===== src/rtl/rptr_empty_level.sv =====
// Read-side pointer/empty/level control for a dual-clock FIFO (read clock domain).
// Optional sticky underflow flag enabled by defining RPTR_UNDERFLOW_EN.
module rptr_empty_level #(
  parameter int unsigned ADDR_WIDTH  = 8,
  parameter int unsigned SYNC_STAGES = 2,
  parameter int unsigned AE_THRESH   = 1
) (
  input  logic                  rclk,
  input  logic                  rrst,
  input  logic                  rinc,
  input  logic [ADDR_WIDTH:0]   wptr_gray,
  output logic [ADDR_WIDTH-1:0] raddr,
  output logic [ADDR_WIDTH:0]   rptr,
  output logic                  rempty,
  output logic                  ralmost_empty,
  output logic [ADDR_WIDTH:0]   rlevel,
  output logic                  runderflow
);

  localparam int unsigned PW = ADDR_WIDTH + 1;
  localparam logic [PW-1:0] AE_LIMIT = PW'(AE_THRESH);

  logic [PW-1:0] sync_q [SYNC_STAGES];
  logic [PW-1:0] wq_gray;
  logic [PW-1:0] wq_bin;

  logic [PW-1:0] rbin_q, rbin_d;
  logic [PW-1:0] rptr_q, rptr_d;
  logic [PW-1:0] level_d, level_q;
  logic          rempty_q, rempty_d;
  logic          ralmost_q, ralmost_d;
  logic          rd_en;

  // Plain flop chain: nothing may sit between stages or metastability resolution suffers.
  always_ff @(posedge rclk or posedge rrst) begin
    if (rrst) begin
      for (int unsigned i = 0; i < SYNC_STAGES; i++) sync_q[i] <= '0;
    end else begin
      sync_q[0] <= wptr_gray;
      for (int unsigned i = 1; i < SYNC_STAGES; i++) sync_q[i] <= sync_q[i-1];
    end
  end

  assign wq_gray = sync_q[SYNC_STAGES-1];

  always_comb begin
    wq_bin = '0;
    for (int unsigned i = 0; i < PW; i++) wq_bin[i] = ^(wq_gray >> i);
  end

  always_comb begin
    rd_en     = rinc & ~rempty_q;
    rbin_d    = rbin_q + {{ADDR_WIDTH{1'b0}}, rd_en};
    rptr_d    = (rbin_d >> 1) ^ rbin_d;
    // Level uses the post-read pointer so a read and a pointer update fold together.
    level_d   = wq_bin - rbin_d;
    rempty_d  = (rptr_d == wq_gray);
    ralmost_d = (level_d <= AE_LIMIT);
  end

  always_ff @(posedge rclk or posedge rrst) begin
    if (rrst) begin
      rbin_q    <= '0;
      rptr_q    <= '0;
      level_q   <= '0;
      rempty_q  <= 1'b1;
      ralmost_q <= 1'b1;
    end else begin
      rbin_q    <= rbin_d;
      rptr_q    <= rptr_d;
      level_q   <= level_d;
      rempty_q  <= rempty_d;
      ralmost_q <= ralmost_d;
    end
  end

`ifdef RPTR_UNDERFLOW_EN
  logic underflow_q, underflow_d;

  assign underflow_d = underflow_q | (rinc & rempty_q);

  always_ff @(posedge rclk or posedge rrst) begin
    if (rrst) underflow_q <= 1'b0;
    else      underflow_q <= underflow_d;
  end

  assign runderflow = underflow_q;
`else
  assign runderflow = 1'b0;
`endif

  assign raddr         = rbin_q[ADDR_WIDTH-1:0];
  assign rptr          = rptr_q;
  assign rempty        = rempty_q;
  assign ralmost_empty = ralmost_q;
  assign rlevel        = level_q;

endmodule


===== config.mk =====
export PLATFORM = sky130hd
export DESIGN_NAME = rptr_empty_level
export DESIGN_NICKNAME = d
export VERILOG_FILES = /design/src/rtl/rptr_empty_level.sv
export SDC_FILE = /design/constraint.sdc
export NUM_CORES = 1
export LEC_CHECK = 0
export CORE_ASPECT_RATIO = 1.1
export CORE_MARGIN = 2
export CORE_UTILIZATION = 25
export CTS_CLUSTER_SIZE = 30
export DETAILED_ROUTE_END_ITERATION = 8
export GPL_TIMING_DRIVEN = 0
export PLACE_DENSITY = 0.46
export SYNTH_ARGS = -nofsm -noshare
export SYNTH_HDL_FRONTEND = slang
export SYNTH_SLANG_ARGS = --single-unit

===== constraint.sdc =====
create_clock -name rclk -period 7.7 [get_ports rclk]
set_clock_uncertainty 0.1 [all_clocks]
set_input_delay 0.77 -clock rclk [delete_from_list [all_inputs] [get_ports rclk]]
set_output_delay 0.77 -clock rclk [all_outputs]
set_load 0.02 [all_outputs]

==> results.cfg, run 1 <==
[run_status]
status = completed

[cells_and_area]
drive_gt1_share_pct = 14.29
syn_to_final_growth_pct = 28.95
fin_area_sq_um = 2870
utilization_pct = 32.85
antenna_cells = 0
final_nets = 242

[route]
first_pass_iters = 2
drc = 0
ant_nets = 0
first_iter_violations = 29
vias_per_cell = 4.086
postRouteWirelength_microns = 4239
wl_per_cell_microns = 12.54
detailroute.via_count = 1381

[floorplan]
start_util_pct = 25.47
io_pins = 41
core-area_sq_um = 8738
rows = 36
dieArea_sq_um = 9675
die_w_microns = 93.97
die_y_microns = 103.0

[clocking]
clock_sinks = 46
postCtsSetupRepairBufs = 0
numCtsBuffers = 5
cts_tree = built
clockBufferDepth = 2
cts_resized = 0
cts-root-buf = clkbuf_8
cts_htree_levels = 2
ctsHoldBuffers = 0
clk-insertion-delay-late_ns = 0.31
clk_pin_slew_ns = 0.10

[sta]
rsz0062_at_grt = no
timing.final.crit_share_pct = 55.16
fin_tns_setup_ns = 0
fmax_mhz = 235.5
period_minus_slack_ns = 4.247
finalSetupViolCount = 0
slew_headroom_pct = 61.73
tightestPinTransition_ns = 0.5720
hold_viol_final = 0
slew_violations = 0

[synthesis]
synth_compound_area_share_pct = 7.420
ys_async_sr_fraction_pct = 100.0
seq_area_frac_synth_pct = 51.83
syn-num-nets = 195
syn_area_sq_um = 2226
synthAdderAreaFrac_pct = 5.228
synthDistinctLibCells = 50
yosysWarnings = 0
synth_ff_type = dfrtp_1
synth_xor_area_share_pct = 20.52
muxShareOfSynthArea_pct = 0.5059
synth_top_family_by_area = XOR/XNOR gates
ys_seq_elements = 46
synth_cells = 176
synth_simple_gate_area_share_pct = 10.96
synth_edf_count = 0
postSynthAreaPerCell_sq_um = 12.65

[pwr]
leakage_nw = 1.172
p_per_area_nw_per_um2 = 397.3
p_total_w = 0.001140
peakVddDrop_mv = 0.1025

[min_path]
min_delay_path_depth = 0
hp-class = flop to flop

[critical_path]
r2r_cells = 13
cp-end-kind = flop
path_class = flop to flop
cp-start-kind = flop
crit_fanout = 5
critPathRequiredTime_ns = 7.81
cp_data_arrival_time_ns = 4.36

[placement]
placed_area_sq_um = 2779
dp_hpwl_microns = 3147
place.gp.congestion = 0.7168
portBuffers = 39

[global_routing]
grt_pass1_vias = 1392
grt_max_degree = 30
grt_pass1_wl_microns = 6824
grt_usage_pct = 9.398
antenna_found_initial = 0
overflow = 0

[run]
maxCapViolCount = 0
[power by group]
| group | internal [W] | leakage [nW] | switching [W] |
|---|---|---|---|
| combinational | 0.000300 | 0.572 | 0.000341 |
| clock | 0.0000658 | 0.0489 | 0.0000903 |
| sequential | 0.000309 | 0.551 | 0.0000341 |
| total | 0.000675 | 1.17 | 0.000465 |
[metal layers]
layer	vias to the layer above	global-route usage [%]	wire [microns]
li1	691	-	-
met1	654	11.92	1878
met2	28	15.44	2121
met3	8	1.754	140
met4	0	4.682	98
met5	-	0	0
[layout make-up]
cell class              count  area [sq um]
well taps                 114         142.6
flip-flops and latches     46          1154
fillers                   923          5868
clock buffers               5         68.82
inverters                  11         41.29
clock inverters             3         22.52
plain buffers               5         33.78
multi-input cells         114         997.2
repair buffers             40         410.4
[worst max-delay path: stages (launching register included)]
cell and delay [ns]:
dfrtp_1 0.42, xor3_2 0.52, xnor3_2 0.49, xnor2_1 0.41
xnor2_1 0.18, ha_1 0.21, inv_1 0.06, fa_1 0.42
a21oi_1 0.17, maj3_2 0.24, a211oi_2 0.07, or3_1 0.39
a211oi_1 0.23, nor4b_2 0.23
[logic make-up after synthesis]
kind of cell / count (synthesis)
buffers and inverters: 16
and+or+nand+nor: 40
adders and majority gates: 9
DFF: 46
xor gates and xnor gates: 43
other: 1
AOI/OAI and AO/OA: 20
muxes: 1
[cell usage after synthesis (2+ instances only)]
| cell type | n | area [sq um] |
|---|---|---|
| inv_1 | 11 | 41.29 |
| dfstp_2 | 2 | 52.55 |
| a21oi_1 | 2 | 10.01 |
| nand3b_1 | 2 | 15.01 |
| dfrtp_1 | 44 | 1101 |
| nor3_1 | 3 | 15.01 |
| a211oi_1 | 2 | 15.01 |
| buf_4 | 2 | 15.01 |
| xnor2_1 | 26 | 227.7 |
| nand4_1 | 5 | 31.28 |
| nor2_1 | 3 | 11.26 |
| nand3_1 | 4 | 20.02 |
| xor2_1 | 12 | 105.1 |
| nand2_1 | 6 | 22.52 |
| and2_1 | 3 | 18.77 |
| o21ai_0 | 2 | 10.01 |
| a211oi_2 | 3 | 37.54 |
| nor2b_1 | 2 | 12.51 |
| ha_1 | 6 | 75.07 |
| xor3_2 | 2 | 50.05 |
| or3_1 | 4 | 25.02 |
| o21a_1 | 2 | 15.01 |
[stage by stage]
step	setup WS, ns	cells	hold WS (ns)
floorplan	3.901	176	0.2312
global placement	3.311	329	0.2331
detailed placement	3.333	330	0.2347
CTS	3.384	338	0.2586
global route	3.161	338	0.2615
finish	3.453	338	0.2552
[sequential cells by signal (all words and copies together), names as in the netlist]
| register | flops |
|---|---|
| rempty | 1 |
| rptr | 8 |
| rbin_q | 9 |
| rlevel | 9 |
| ralmost_empty | 1 |
| sync_q | 9 |
| wq_gray | 9 |
[cells in the final DEF (no fill, tap or decap), types with 3 or more instances in the layout]
master	synthesis	final
dfrtp_1	44	44
ha_1	6	6
xor2_1	12	12
a211oi_2	3	3
and2_1	3	3
xnor2_1	26	26
nand4_1	5	5
nor2_1	3	3
clkbuf_8	0	5
nand3_1	4	4
or3_1	4	4
nor3_1	3	3
inv_1	11	10
nand2_1	6	6
clkdlybuf4s50_1	0	39
[final timing paths]
| check | startpoint | end | slack [ns] |
|---|---|---|---|
| worst max-delay path | wq_gray[8]$_DFF_PP0_ | ralmost_empty$_DFF_PP1_ | 3.45 |
| worst min-delay path | sync_q[11]$_DFF_PP0_ | wq_gray[2]$_DFF_PP0_ | 0.26 |
| worst max register to register | wq_gray[8]$_DFF_PP0_ | ralmost_empty$_DFF_PP1_ | 3.45 |
| worst min register to register | sync_q[11]$_DFF_PP0_ | wq_gray[2]$_DFF_PP0_ | 0.26 |
| max in group asynchronous | rrst | rempty$_DFF_PP1_ | 6.26 |
| min in group asynchronous | rrst | sync_q[15]$_DFF_PP0_ | 0.67 |
Note: power is estimated with default switching activity, not from simulation.
==> run 2: changes to the inputs <==
Settings changed: PLACE_DENSITY 0.46 to 0.48.
Clock period 7.7 ns to 3.6 ns, I/O delays scaled along.
==> run 2 against run 1 <==
The flow now finishes with violations (setup timing). Wire length is 0.19% higher. Setup slack worse by 3.5 ns. Global-route usage barely moved. Combinational power up 140%. Critical path depth did not move. Sequential power up 110%.
==> results.cfg, run 2 (synthesis results as in run 1) <==
[clocking]
clockBufferDepth = 2
clock_sinks = 46
ctsHoldBuffers = 0
cts_htree_levels = 2
numCtsBuffers = 5
clk-insertion-delay-late_ns = 0.31
cts-root-buf = clkbuf_8
clk_pin_slew_ns = 0.10
cts_tree = built

[floorplan]
io_pins = 41
die_y_microns = 103.0
rows = 36
die_w_microns = 93.97
start_util_pct = 25.47
dieArea_sq_um = 9675
core-area_sq_um = 8738

[critical_path]
critPathRequiredTime_ns = 3.72
cp-end-kind = flop
slowest_delay_ns = 0.46
crit_family = XOR/XNOR gates
cp_data_arrival_time_ns = 3.75
cp_cell_sequence = xor3_2 > xnor3_2 > xnor2_4 > xnor2_2 > ha_2 > inv_2 > fa_2 > a21oi_2 > maj3_2 > a211oi_4 > or3_4 > a211oi_2 > nor4b_4
crit_buf_inv = 1
path_class = flop to flop
cp-start-kind = flop
slowest_stage = xor3_2
crit_fanout = 5
r2r_slack_ns = -0.03

[global_routing]
grt_max_degree = 25
overflow = 0
grt_pass1_vias = 1364
grt_usage_pct = 9.423
grt_pass1_wl_microns = 6872
antenna_found_initial = 0

[route]
vias_per_cell = 4.014
drc = 0
first_iter_violations = 26
postRouteWirelength_microns = 4247
first_pass_iters = 3
detailroute.via_count = 1409
ant_nets = 0
wl_per_cell_microns = 12.10

[sta]
fmax_mhz = 275.5
hold_viol_final = 0
fin_tns_setup_ns = -0.02964
rsz0062_at_grt = yes
fin_ws_ns = -0.02964
timing.final.crit_share_pct = 100.8
tightestPinTransition_ns = 0.5856
slew_violations = 0
period_minus_slack_ns = 3.630
slew_headroom_pct = 60.83
finalSetupViolCount = 1
timing.hold.ws_ns = 0.2552

[pwr]
leakage_nw = 1.258
peakVddDrop_mv = 0.2840
p_per_area_nw_per_um2 = 856.1

[min_path]
hp-class = flop to flop

[placement]
dp_hpwl_microns = 3174
portBuffers = 39
placed_area_sq_um = 2803
pre_cts_slack_ns = -0.4713
place.gp.congestion = 0.7355

[run]
maxCapViolCount = 0

[cells_and_area]
utilization_pct = 35.05
final_common_cell = dfrtp_1
final_nets = 255
drive_gt1_share_pct = 24.05
fin_area_sq_um = 3063
antenna_cells = 0
syn_to_final_growth_pct = 37.61
final_cell_mix = dfrtp_1 (43), clkdlybuf4s50_1 (39), xnor2_1 (23)

[run_status]
violations = setup timing
status = finished with violations
[run 2: where the power goes]
part	internal (W)	switching (W)	total (W)
sequential	0.000661	0.0000722	0.000734
clock	0.000158	0.000191	0.000349
combinational	0.000742	0.000797	0.00154
total	0.00156	0.00106	0.00262
[run 2: layer usage]
layer	up-vias	routed length, microns	GRT usage (%)
li1	718	-	-
met1	655	1890	11.91
met2	30	2092	15.55
met3	6	191	2.412
met4	0	72	3.679
met5	-	0	0
[run 2: worst paths after layout]
path	depth (start not counted)	startpoint	end
min	0	sync_q[12]$_DFF_PP0_	wq_gray[3]$_DFF_PP0_
max reg2reg	13	wq_gray[5]$_DFF_PP0_	ralmost_empty$_DFF_PP1_
min reg2reg	0	sync_q[12]$_DFF_PP0_	wq_gray[3]$_DFF_PP0_
min in group asynchronous	2	rrst	rptr[4]$_DFF_PP0_
max in group asynchronous	3	rrst	ralmost_empty$_DFF_PP1_
max	13	wq_gray[5]$_DFF_PP0_	ralmost_empty$_DFF_PP1_
[run 2: what timing repair did]
action | in CTS | in global routing
endpoints found under the setup margin | 5 | 1
pin swaps | 8 | 4
buffers inserted | 7 | 6
gates resized for setup | 7 | 4
[run 2: through the flow]
step                total power [W]  instances
global route               0.002808        351
detailed placement         0.002155        330
floorplan                  0.001715        176
finish                     0.002622        351
CTS                        0.002604        345
global placement           0.002144        329
[run 2: cell type report]
class | instances | area [sq um]
multi-input cells | 114 | 1076
fillers | 887 | 5675
clock buffers | 6 | 82.58
well taps | 114 | 142.6
flip-flops and latches | 46 | 1155
plain buffers | 5 | 33.78
repair buffers | 53 | 515.5
clock inverters | 2 | 16.27
inverters | 11 | 41.29
==> run 3: changes to the inputs <==
Settings changed: GPL_ROUTABILITY_DRIVEN set to 0.
==> results of run 3 <==
No change in the layout: final DEF, timing and power equal those of run 2.
